### config.mk
export PLATFORM = sky130hd
export DESIGN_NAME = sect233k1_pt_mul_ctrl_flat
export DESIGN_NICKNAME = d
export VERILOG_FILES = /design/src/rtl/sect233k1_pt_mul_ctrl_if.sv /design/src/rtl/sect233k1_pt_mul_ctrl.sv /design/src/flat_wrapper.sv
export SDC_FILE = /design/constraint.sdc
export NUM_CORES = 1
export LEC_CHECK = 0
export ABC_AREA = 1
export CAP_MARGIN = 20
export CORE_AREA = 2 2 563 565
export DETAILED_ROUTE_END_ITERATION = 10
export DIE_AREA = 0 0 565 567
export GPL_ROUTABILITY_DRIVEN = 0
export PLACE_DENSITY_LB_ADDON = 0.15
export SLEW_MARGIN = 20
export SYNTH_ARGS = -nofsm -noshare
export SYNTH_HDL_FRONTEND = slang
export SYNTH_SLANG_ARGS = --single-unit
export TNS_END_PERCENT = 100
### constraint.sdc
create_clock -name clk -period 4.5 [get_ports clk]
set_input_delay 0.9 -clock clk [delete_from_list [all_inputs] [get_ports clk]]
set_output_delay 0.9 -clock clk [all_outputs]
set_load 0.02 [all_outputs]
### src/rtl/sect233k1_pt_mul_ctrl_if.sv
// Host-side request/response bundle for the sect233k1 point-multiply sequencer.
// Ports: req_valid/req_ready/req_d carry the scalar in; rsp_valid/rsp_ready with
//        rsp_x/rsp_y/rsp_err carry the affine result (or timeout error) back out.
// master = host/command fabric side, slave = sequencer side.
interface sect233k1_pt_mul_ctrl_if;
  logic         req_valid;
  logic         req_ready;
  logic [232:0] req_d;
  logic         rsp_valid;
  logic         rsp_ready;
  logic [232:0] rsp_x;
  logic [232:0] rsp_y;
  logic         rsp_err;

  modport master (
    output req_valid, req_d, rsp_ready,
    input  req_ready, rsp_valid, rsp_x, rsp_y, rsp_err
  );

  modport slave (
    input  req_valid, req_d, rsp_ready,
    output req_ready, rsp_valid, rsp_x, rsp_y, rsp_err
  );
endinterface

### src/rtl/sect233k1_pt_mul_ctrl.sv
// Purpose: sequences one sect233k1 point multiplication per request, with watchdog recovery.
// Latency: accept T -> core_start T+1 -> rsp_valid one cycle after core_done (or T+3+TIMEOUT on timeout).
// Backpressure: req_ready only in IDLE; response held stable until rsp_ready, one bubble per op.
//
// Ports:
//   clk, rst            : clock, synchronous active-high reset
//   clr                 : synchronous abort; in-flight op discarded without response
//   host (slave)        : request / response handshake bundle
//   busy, op_cnt        : not-IDLE flag, count of successful responses (wrapping)
//   core_rst_n          : core reset, combinational ~rst
//   core_clr/core_start : one-cycle pulses to the core
//   core_d              : scalar to the core, held from START until the next accept
//   core_done/x/y       : core completion and affine result
module sect233k1_pt_mul_ctrl #(
  parameter int TIMEOUT = 1048576,
  parameter int CNT_W   = 24
) (
  input  logic                   clk,
  input  logic                   rst,
  input  logic                   clr,
  sect233k1_pt_mul_ctrl_if.slave host,
  output logic                   busy,
  output logic [15:0]            op_cnt,
  output logic                   core_rst_n,
  output logic                   core_clr,
  output logic                   core_start,
  output logic [232:0]           core_d,
  input  logic                   core_done,
  input  logic [232:0]           core_x,
  input  logic [232:0]           core_y
);

  typedef enum logic [2:0] {
    ST_IDLE  = 3'd0,
    ST_START = 3'd1,
    ST_WAIT  = 3'd2,
    ST_CLEAR = 3'd3,
    ST_RESP  = 3'd4
  } state_e;

  // Counter value seen in the final WAIT cycle: it is zeroed in START and
  // first reads 0 in the first WAIT cycle, so TIMEOUT WAIT cycles end here.
  localparam logic [CNT_W-1:0] CNT_LAST = CNT_W'(TIMEOUT - 1);

  state_e         state_q,   state_d;
  logic [CNT_W-1:0] cnt_q,   cnt_d;
  logic           to_resp_q, to_resp_d;   // CLEAR exit: 1 = timeout (respond), 0 = abort (silent)
  logic [232:0]   core_d_q,  core_d_d;
  logic [232:0]   rsp_x_q,   rsp_x_d;
  logic [232:0]   rsp_y_q,   rsp_y_d;
  logic           rsp_err_q, rsp_err_d;
  logic [15:0]    op_cnt_q,  op_cnt_d;

  logic           req_ready;
  logic           accept;

  // Only combinational output besides core_rst_n: ready drops the same cycle
  // rst or clr is raised so nothing is accepted while the block is being reset/aborted.
  assign req_ready = (state_q == ST_IDLE) && !rst && !clr;
  assign accept    = host.req_valid && req_ready;

  always_comb begin
    state_d   = state_q;
    cnt_d     = cnt_q;
    to_resp_d = to_resp_q;
    core_d_d  = core_d_q;
    rsp_x_d   = rsp_x_q;
    rsp_y_d   = rsp_y_q;
    rsp_err_d = rsp_err_q;
    op_cnt_d  = op_cnt_q;

    unique case (state_q)
      ST_IDLE: begin
        if (accept) begin
          core_d_d = host.req_d;
          state_d  = ST_START;
        end
      end

      ST_START: begin
        cnt_d = '0;
        if (clr) begin
          to_resp_d = 1'b0;
          state_d   = ST_CLEAR;
        end else begin
          state_d = ST_WAIT;
        end
      end

      ST_WAIT: begin
        cnt_d = cnt_q + CNT_W'(1);
        if (clr) begin
          to_resp_d = 1'b0;
          state_d   = ST_CLEAR;
        end else if (core_done) begin
          // done beats a coincident timeout
          rsp_x_d   = core_x;
          rsp_y_d   = core_y;
          rsp_err_d = 1'b0;
          op_cnt_d  = op_cnt_q + 16'd1;
          state_d   = ST_RESP;
        end else if (cnt_q == CNT_LAST) begin
          rsp_x_d   = '0;
          rsp_y_d   = '0;
          rsp_err_d = 1'b1;
          to_resp_d = 1'b1;
          state_d   = ST_CLEAR;
        end
      end

      ST_CLEAR: begin
        // clr is ignored here: the core is already being cleared
        state_d = to_resp_q ? ST_RESP : ST_IDLE;
      end

      ST_RESP: begin
        if (clr || host.rsp_ready) begin
          state_d = ST_IDLE;
        end
      end

      default: begin
        state_d = ST_IDLE;
      end
    endcase
  end

  always_ff @(posedge clk) begin
    if (rst) begin
      state_q   <= ST_IDLE;
      cnt_q     <= '0;
      to_resp_q <= 1'b0;
      core_d_q  <= '0;
      rsp_x_q   <= '0;
      rsp_y_q   <= '0;
      rsp_err_q <= 1'b0;
      op_cnt_q  <= '0;
    end else begin
      state_q   <= state_d;
      cnt_q     <= cnt_d;
      to_resp_q <= to_resp_d;
      core_d_q  <= core_d_d;
      rsp_x_q   <= rsp_x_d;
      rsp_y_q   <= rsp_y_d;
      rsp_err_q <= rsp_err_d;
      op_cnt_q  <= op_cnt_d;
    end
  end

  // Everything below is a register or a pure decode of state_q.
  assign host.req_ready = req_ready;
  assign host.rsp_valid = (state_q == ST_RESP);
  assign host.rsp_x     = rsp_x_q;
  assign host.rsp_y     = rsp_y_q;
  assign host.rsp_err   = rsp_err_q;
  assign busy           = (state_q != ST_IDLE);
  assign op_cnt         = op_cnt_q;
  assign core_rst_n     = ~rst;
  assign core_clr       = (state_q == ST_CLEAR);
  assign core_start     = (state_q == ST_START);
  assign core_d         = core_d_q;

  // Pulses are single-cycle by construction; response is held while stalled.
  a_start_pulse : assert property (@(posedge clk) disable iff (rst)
    core_start |=> !core_start);
  a_clr_pulse : assert property (@(posedge clk) disable iff (rst)
    core_clr |=> !core_clr);
  a_rsp_hold : assert property (@(posedge clk) disable iff (rst)
    (host.rsp_valid && !host.rsp_ready && !clr) |=>
      (host.rsp_valid && $stable(rsp_x_q) && $stable(rsp_y_q) && $stable(rsp_err_q)));

endmodule

### src/flat_wrapper.sv
// flat-port wrapper written by rule: the top's interface ports become plain ports
module sect233k1_pt_mul_ctrl_flat 
#(
  parameter int TIMEOUT = 1048576,
  parameter int CNT_W   = 24
)
  (clk, rst, clr, busy, op_cnt, core_rst_n, core_clr, core_start, core_d, core_done, core_x, core_y, host_req_valid, host_req_d, host_rsp_ready, host_req_ready, host_rsp_valid, host_rsp_x, host_rsp_y, host_rsp_err);
  sect233k1_pt_mul_ctrl_if host_i ();
  input  logic clk;
  input  logic rst;
  input  logic clr;
  output logic busy;
  output logic [15:0] op_cnt;
  output logic core_rst_n;
  output logic core_clr;
  output logic core_start;
  output logic [232:0] core_d;
  input  logic core_done;
  input  logic [232:0] core_x;
  input  logic [232:0] core_y;
  input wire logic [$bits(host_i.req_valid)-1:0] host_req_valid;
  input wire logic [$bits(host_i.req_d)-1:0] host_req_d;
  input wire logic [$bits(host_i.rsp_ready)-1:0] host_rsp_ready;
  output wire logic [$bits(host_i.req_ready)-1:0] host_req_ready;
  output wire logic [$bits(host_i.rsp_valid)-1:0] host_rsp_valid;
  output wire logic [$bits(host_i.rsp_x)-1:0] host_rsp_x;
  output wire logic [$bits(host_i.rsp_y)-1:0] host_rsp_y;
  output wire logic [$bits(host_i.rsp_err)-1:0] host_rsp_err;
  assign host_i.req_valid = host_req_valid;
  assign host_i.req_d = host_req_d;
  assign host_i.rsp_ready = host_rsp_ready;
  assign host_req_ready = host_i.req_ready;
  assign host_rsp_valid = host_i.rsp_valid;
  assign host_rsp_x = host_i.rsp_x;
  assign host_rsp_y = host_i.rsp_y;
  assign host_rsp_err = host_i.rsp_err;
  sect233k1_pt_mul_ctrl #(.TIMEOUT(TIMEOUT), .CNT_W(CNT_W)) u_core (.clk(clk), .rst(rst), .clr(clr), .host(host_i), .busy(busy), .op_cnt(op_cnt), .core_rst_n(core_rst_n), .core_clr(core_clr), .core_start(core_start), .core_d(core_d), .core_done(core_done), .core_x(core_x), .core_y(core_y));
endmodule
# [After elaboration in Yosys (flattened, before gate mapping)]
# Index checks and enable logic that the tools add are counted.
# Widths: inputs -> output; s select.
[word_totals] ff_bits=744 out_inout_bits=722 wordCells=56
[classes] n_addsub=2 n_eq_ne=11 mux=18 n_bitwise=2 reduce_logical=15
[op_table] operator="$mux 233" n=3
[op_table] operator="$pmux 24 s2" n=1
[op_table] operator="$add 24x1->24 const B" n=1
[op_table] operator="$eq 24x20->1 const B" n=1
[op_table] operator="$mux 3" n=6
[op_table] operator="$add 16x1->16 const B" n=1
[op_table] operator="$pmux 3 s5" n=1
[op_table] operator="$reduce_and 3->1" n=3
[op_table] operator="$eq 3x2->1 const B" n=2
[op_table] operator="$mux 1" n=6
[op_table] operator="$ne 2x1->1 const B" n=2
[op_table] operator="$ne 4x3->1 const B" n=1
[op_table] operator="$reduce_and 4->1" n=1
[op_table] operator="$reduce_bool 2->1" n=2
[op_table] operator="$eq 3x1->1 const B" n=1
[op_table] operator="$eq 3x3->1 const B" n=1
[op_table] operator="$logic_and 1x1->1" n=3
[op_table] operator="$logic_not 3->1" n=1
[op_table] operator="$ne 3x2->1 const B" n=1
[op_table] operator="$ne 3x3->1 const B" n=1
[op_table] operator="$reduce_bool 3->1" n=1
[op_table] operator="$logic_not 1->1" n=2
[op_table] operator="$ne 2x2->1 const B" n=1
[op_table] operator="$not 1->1" n=2
[op_table] operator="3 further kinds" n=3

# [Longest topological paths before layout]
# Gate-level depths: netlist of the first run.
[depth] word_depth=6 depth_mapped=10 ltp_nobuf=10

# [Least setup slack after synthesis of the first run]
# OpenSTA, ideal clock, no wires.
[synth_path] path_kind="input-to-output" start="input rst" end="output core_rst_n" t_arrival_ns=1.601 slack_ns=1.999 path_stages=3 path_buffers=2 path_cell_list="clkinv_1 clkbuf_1 clkbuf_1"
[synth_between] elab_chain_len=1
[synth_rtl] item="start: declaration" line="flat_wrapper.sv:10" text="input logic rst;"
[synth_rtl] item="$not 1->1" line="sect233k1_pt_mul_ctrl.sv:158" text="assign core_rst_n = ~rst;"
[synth_rtl] item="end: declaration" line="flat_wrapper.sv:14" text="output logic core_rst_n;"
# Every way passes these cells.

# [Worst setup path after layout of the first run]
[layout_path] start="input clr" end="output host_req_ready"
[layout_between] elab_chain_len=2
[layout_rtl] item="start: declaration" line="flat_wrapper.sv:11" text="input logic clr;"
[layout_rtl] item="$logic_not 1->1" line="sect233k1_pt_mul_ctrl.sv:59" text="assign req_ready = (state_q == ST_IDLE) && !rst && !clr;"
[layout_rtl] item="$logic_and 1x1->1" line="sect233k1_pt_mul_ctrl.sv:59"
[layout_rtl] item="end: declaration" line="flat_wrapper.sv:24" text="output wire logic [$bits(host_i.req_ready)-1:0] host_req_ready;"
# Every way passes these cells.

==> qor.csv, run 1 <==
metric,value,unit
status,"finished, final reports clean",
die height,567,um
worst hold path class,reg2reg,
CP top delay family,buffers and inverters,
Total Wirelength,219,mm
H-tree lvl count,3,
Vias,30000,
post-layout util,0.159,
gr usage total,0.131,
#FFs+latches synth,744,
fin nets,5502,
CP required,3.60,ns
fillers,35600,
Hold Path Origin,u_core.host.rsp_err,
syn_nets,4171,
final setup TNS,0,ns
hpwl dp,175,mm
max-slew violation count,0,
die area,320000,um2
mean routed wirelength per cell,24.2,um
DRT Pass-1 Iters,5,
clock sinks,744,
crit path time final,3.38,ns
startpoint types,input port,
Total Power,0.0184,W
pwr dens,370,nW/um2
clk_skew,0.0502,ns
core area,314000,um2
Crit Path Max Fanout,6,
"Seq/Total Area, Yosys",0.545,
combinational share of power,0.144,
Worst Setup Path Type,in2out,
Bufs on Longest Clock Path,4,
fmax,0.296,GHz
area delta synth->final,82.4,%
clock power share,0.475,
number of CTS-inserted buffers,109,
prevailing post-synth register cell,dfxtp_1,
Yosys top cell area share,0.545,
initial antenna violation count,91,
Worst EP arrival,2.48,ns
vias per inst,3.31,
Final ANT Viol Nets,0,
largest cells by area after synthesis,"dfxtp_1 (55%), nand3_1 (9.1%), a21oi_1 (9.0%), nand2_1 (7.7%), nor2_1 (7.2%)",
largest net degree at the start of global routing,158,
LEAKAGE,16.0,nW
Post-CTS Hold Fix Bufs,0,
CTS tree,built,
R2R Path Start,u_core.cnt_q[0],
Mapped Area,27300,um2
Worst Path Buf+Inv,2,
Post-Synthesis Cells,3464,
layout cells sized above 1,0.0547,
period utilization,0.751,
global route overflow,0,
FP Rows,206,
Critical Path Max Stage Delay,0.68,ns
cell taking the most area after synthesis,dfxtp_1,
Rel. slew slack,0.213,
CP most frequent cell,clkdlybuf4s50_1,
CP max stage cell,clkdlybuf4s50_1,
maxcap violations,0,
internal power,0.0132,W
Psw,0.00520,W
Root Buffer,clkbuf_16,
vias in the first global route,30500,
"EDFF count, synth",0,
initial drt markers,1486,
Crit. End Element,primary output,
library cells used by synthesis,31,
post-CTS resize count,0,
crit path cell chain,clkdlybuf4s50_1 -> nor3_4 -> clkdlybuf4s50_1,
most instantiated library cell after synthesis,dfxtp_1,
worst vdd ir,0.273,mV
# setup viols final,0,
async set-or-reset flop fraction in the synthesized netlist,0,
yosys warns,0,
Clock Pin Slew Worst Setup and Hold Paths,0.06,ns
port bufs,1426,
first-pass GRT wire length,287,mm
clock latency on the worst-skew pair,0.83,ns
DRC,0,
post-CTS setup repair buffer count,0,
initial core utilization,0.0870,
Die Wd,565,um
RSZ-0062 raised after global routing,no,
Worst Tran Pin Value,1.18,ns
Worst Setup SP,clr,
Reg power frac,0.381,
Synth top cells by count,"dfxtp_1 (744), nand2_1 (561), nor2_1 (521)",
sw frac,0.282,
syn avg cell area,7.89,um2
# IOs,1427,
Final Hold Fails,0,
## cell families (layout without fill, tap and decap cells)
kind of cell    Yosys count  in the layout  share of synthesized area
buf+inv                 349           1766                     0.0668
compound gates          762            762                      0.140
other cells               0             21                          0
fa+ha+maj                 2              2                   0.000916
xor+xnor                  2              2                   0.000641
flops                   744            744                      0.545
simple gates           1605           1605                      0.246
## metrics by stage
stage,instances,setup WS [ns],cell area (um2),hold WS (ns)
after global placement,8844,0.972,46200,0.446
after detailed placement,8844,1.01,46200,0.441
final,9062,1.12,49800,0.446
after global routing,9045,1.07,49800,0.448
after CTS,9041,1.10,49800,0.404
after floorplan,3464,2.00,27300,0.428
## cell type report
| cell class | count | area, um2 | share of cell area |
|---|---|---|---|
| Antenna cell | 21 | 52.6 | 0.00105 |
| Sequential cell | 744 | 14900 | 0.299 |
| Inverter | 59 | 236 | 0.00475 |
| Tap cell | 4160 | 5200 | 0.104 |
| Clock buffer | 166 | 3230 | 0.0648 |
| Timing Repair Buffer | 1510 | 15200 | 0.306 |
| Clock inverter | 31 | 337 | 0.00675 |
| Multi-Input combinational cell | 2371 | 10600 | 0.213 |
## worst register-to-register path: cells and delay by family (launching register included)
family | cells | cell delay [ns]
buffers and inverters | 2 | 0.67
flip-flops | 1 | 0.38
adder cells (fa/ha/maj) | 1 | 0.18
AO/OA/AOI/OAI | 1 | 0.08
AND/OR/NAND/NOR | 5 | 1.34
## placed cells by master, fill, tap and decap left out, types with 4 or more instances in the layout
| cell type | n |
|---|---|
| a22oi_1 | 4 |
| buf_12 | 27 |
| clkinv_2 | 19 |
| nand2_1 | 560 |
| nand4_1 | 8 |
| dfxtp_1 | 744 |
| nor3_1 | 9 |
| buf_4 | 57 |
| a21oi_1 | 494 |
| diode_2 | 21 |
| nand3_1 | 495 |
| inv_1 | 56 |
| clkbuf_1 | 28 |
| o21ai_0 | 252 |
| bufinv_16 | 4 |
| o21ai_1 | 5 |
| clkbuf_16 | 109 |
| nor2_1 | 521 |
| clkbuf_8 | 29 |
| clkdlybuf4s50_1 | 1425 |
## flip-flops by register name, summed over array words and instances, names as in the netlist
register             count
u_core.cnt_q            24
u_core.op_cnt           16
u_core.core_d          233
u_core.host.rsp_y      233
u_core.state_q           3
u_core.host.rsp_x      233
u_core.to_resp_q         1
u_core.host.rsp_err      1
## layer usage
| layer | vias to the layer above | global-route usage | routed length [um] | part of all wire |
|---|---|---|---|---|
| met5 | - | 0 | 376 | 0.0017 |
| met4 | 56 | 0.0270 | 4500 | 0.021 |
| met3 | 286 | 0.0579 | 22100 | 0.10 |
| met2 | 1182 | 0.259 | 120000 | 0.55 |
| met1 | 14300 | 0.120 | 71900 | 0.33 |
| li1 | 14200 | - | - | - |
## final timing paths
check        slack, ns  depth (start not counted)                      to
max               1.12                          3          host_req_ready
min               0.45                          2     u_core.host.rsp_err
max reg2reg       1.67                          9  u_core.host.rsp_x[160]
min reg2reg       0.45                          2     u_core.host.rsp_err
## power by group through the flow
stage / sequential [W] / combinational [W] / clock, W
after CTS: 0.00702 / 0.00276 / 0.00919
after global placement: 0.00716 / 0.00276 / 0
after global routing: 0.00705 / 0.00287 / 0.00941
final: 0.00702 / 0.00266 / 0.00875
after floorplan: 0.00742 / 0.000659 / 0
after detailed placement: 0.00716 / 0.00275 / 0
Note: power is estimated with default switching activity, not from simulation.
==> run 2, diff against run 1 <==
--- a/config.mk
+++ b/config.mk
@@ -7,9 +7,9 @@
 export LEC_CHECK = 0
 export ABC_AREA = 1
 export CAP_MARGIN = 20
-export CORE_AREA = 2 2 563 565
+export CORE_AREA = 2 2 551 553
 export DETAILED_ROUTE_END_ITERATION = 10
-export DIE_AREA = 0 0 565 567
+export DIE_AREA = 0 0 553 555
 export GPL_ROUTABILITY_DRIVEN = 0
 export PLACE_DENSITY_LB_ADDON = 0.15
 export SLEW_MARGIN = 20
==> constraint.sdc (replaced) <==
create_clock -name clk -period 3.5 [get_ports clk]
set_input_delay 0.7 -clock clk [delete_from_list [all_inputs] [get_ports clk]]
set_output_delay 0.7 -clock clk [all_outputs]
set_load 0.02 [all_outputs]
==> run 2 against run 1 <==
  * Die area fell by 4.2%
  * Hold slack got worse by 0.21 ns
  * Clock power rose by 28%
  * Highest routed layer unchanged
==> qor.csv, run 2 (synthesis results as in run 1) <==
metric,value,unit
port bufs,1426,
die area,307000,um2
fillers,34100,
post-CTS resize count,0,
Hold Crit Endpoint,u_core.host.rsp_y[139],
Worst Setup Path Type,reg2out,
Vias,30200,
metal1 wirelength,71.6,mm
die height,555,um
Final ANT Viol Nets,0,
vias per inst,3.39,
met3 WL,18.8,mm
H-tree lvl count,3,
DRC,0,
DRT Pass-1 Iters,5,
period utilization,0.881,
max-slew violation count,0,
most frequent cells in the layout,"clkdlybuf4s50_1 (1,425), dfxtp_1 (744), nand2_1 (560)",
number of CTS-inserted buffers,110,
global route overflow,0,
initial drt markers,1417,
layout cells sized above 1,0.0603,
Bufs on Longest Clock Path,4,
Die Wd,553,um
hpwl dp,162,mm
CP required,2.80,ns
Crit Path Max Fanout,4,
status,"finished, final reports clean",
largest net degree at the start of global routing,154,
LEAKAGE,16.2,nW
crit path time final,3.08,ns
core area,301000,um2
worst vdd ir,0.354,mV
Total Wirelength,206,mm
initial core utilization,0.0907,
Worst Tran Pin Value,1.12,ns
WHS,0.238,ns
Hold Path Origin,rst,
fin area,50000,um2
area delta synth->final,82.9,%
startpoint types,flop,
clock latency on the worst-skew pair,0.81,ns
vias in the first global route,30900,
fin nets,5543,
# setup viols final,0,
mean routed wirelength per cell,23.1,um
DR WL met2,105,mm
Crit. End Element,primary output,
CTS tree,built,
r2r setup slk,1.01,ns
# IOs,1427,
placed instance area,46400,um2
pwr dens,473,nW/um2
post-CTS setup repair buffer count,0,
fmax,0.324,GHz
gr usage total,0.129,
final setup TNS,0,ns
FP Rows,202,
R2R depth,10,
Rel. slew slack,0.256,
worst hold path class,in2reg,
Post-CTS Hold Fix Bufs,0,
highest routed layer,met5,
R2R Path Start,u_core.cnt_q[0],
clk_skew,0.0465,ns
register area,14900,um2
hold path cells,2,
maxcap violations,0,
first-pass GRT wire length,275,mm
initial antenna violation count,100,
Final Hold Fails,0,
Worst EP arrival,2.38,ns
Root Buffer,clkbuf_16,
"commonest non-fill, non-tap cell in the layout",clkdlybuf4s50_1,
RSZ-0062 raised after global routing,no,
reg-to-reg endpoint,u_core.host.rsp_y[34],
clock sinks,744,
Clock Pin Slew Worst Setup and Hold Paths,0.06,ns
multi-input logic area,10600,um2
run 2: per-stage QoR:
step / power (W) / utilization / worst slack [ns] / cells
2_1_floorplan: 0.0104 / - / 1.40 / 3464
3_3_place_gp: 0.0127 / 0.154 / 0.373 / 8702
3_5_place_dp: 0.0127 / 0.154 / 0.372 / 8702
4_1_cts: 0.0244 / 0.166 / 0.305 / 8890
5_1_grt: 0.0248 / 0.166 / 0.279 / 8896
6_report: 0.0237 / 0.166 / 0.418 / 8916
run 2: metal layers:
metal | vias up | track usage
li1 | 14300 | -
met1 | 14200 | 0.125
met2 | 1244 | 0.235
met3 | 350 | 0.0538
met4 | 64 | 0.0597
met5 | - | 0
run 2: layout make-up:
| class | instances | area share |
|---|---|---|
| timing repair buffer | 1550 | 0.313 |
| sequential | 744 | 0.298 |
| multi-input combinational | 2371 | 0.213 |
| tap | 3978 | 0.0996 |
| clock buffer | 159 | 0.0626 |
| clock inverter | 29 | 0.00783 |
| inverter | 59 | 0.00473 |
| antenna | 26 | 0.00130 |
run 2: worst max path at each step:
stage                     depth (start not counted)         startpoint  slack, ns                 end
after CTS                                         4  u_core.state_q[2]       0.31      host_req_ready
after global placement                            7                clr       0.37  u_core.core_d[143]
final                                             4  u_core.state_q[2]       0.42      host_req_ready
after floorplan                                   3                rst       1.40          core_rst_n
after global routing                              4  u_core.state_q[2]       0.28      host_req_ready
after detailed placement                          7                clr       0.37   u_core.core_d[74]
run 2: critical path, cell delays in order, from the launching register on:
cell and delay, ns:
dfxtp_1 0.34, nor2_2 0.17, nand2_2 0.15, nor3_4 0.25, clkdlybuf4s50_1 0.66
run 2: where the power goes:
part	switching, W	internal (W)	leakage, nW
combinational	0.00178	0.00160	8.45
clock	0.00458	0.00667	1.72
sequential	0.000221	0.00881	6.02
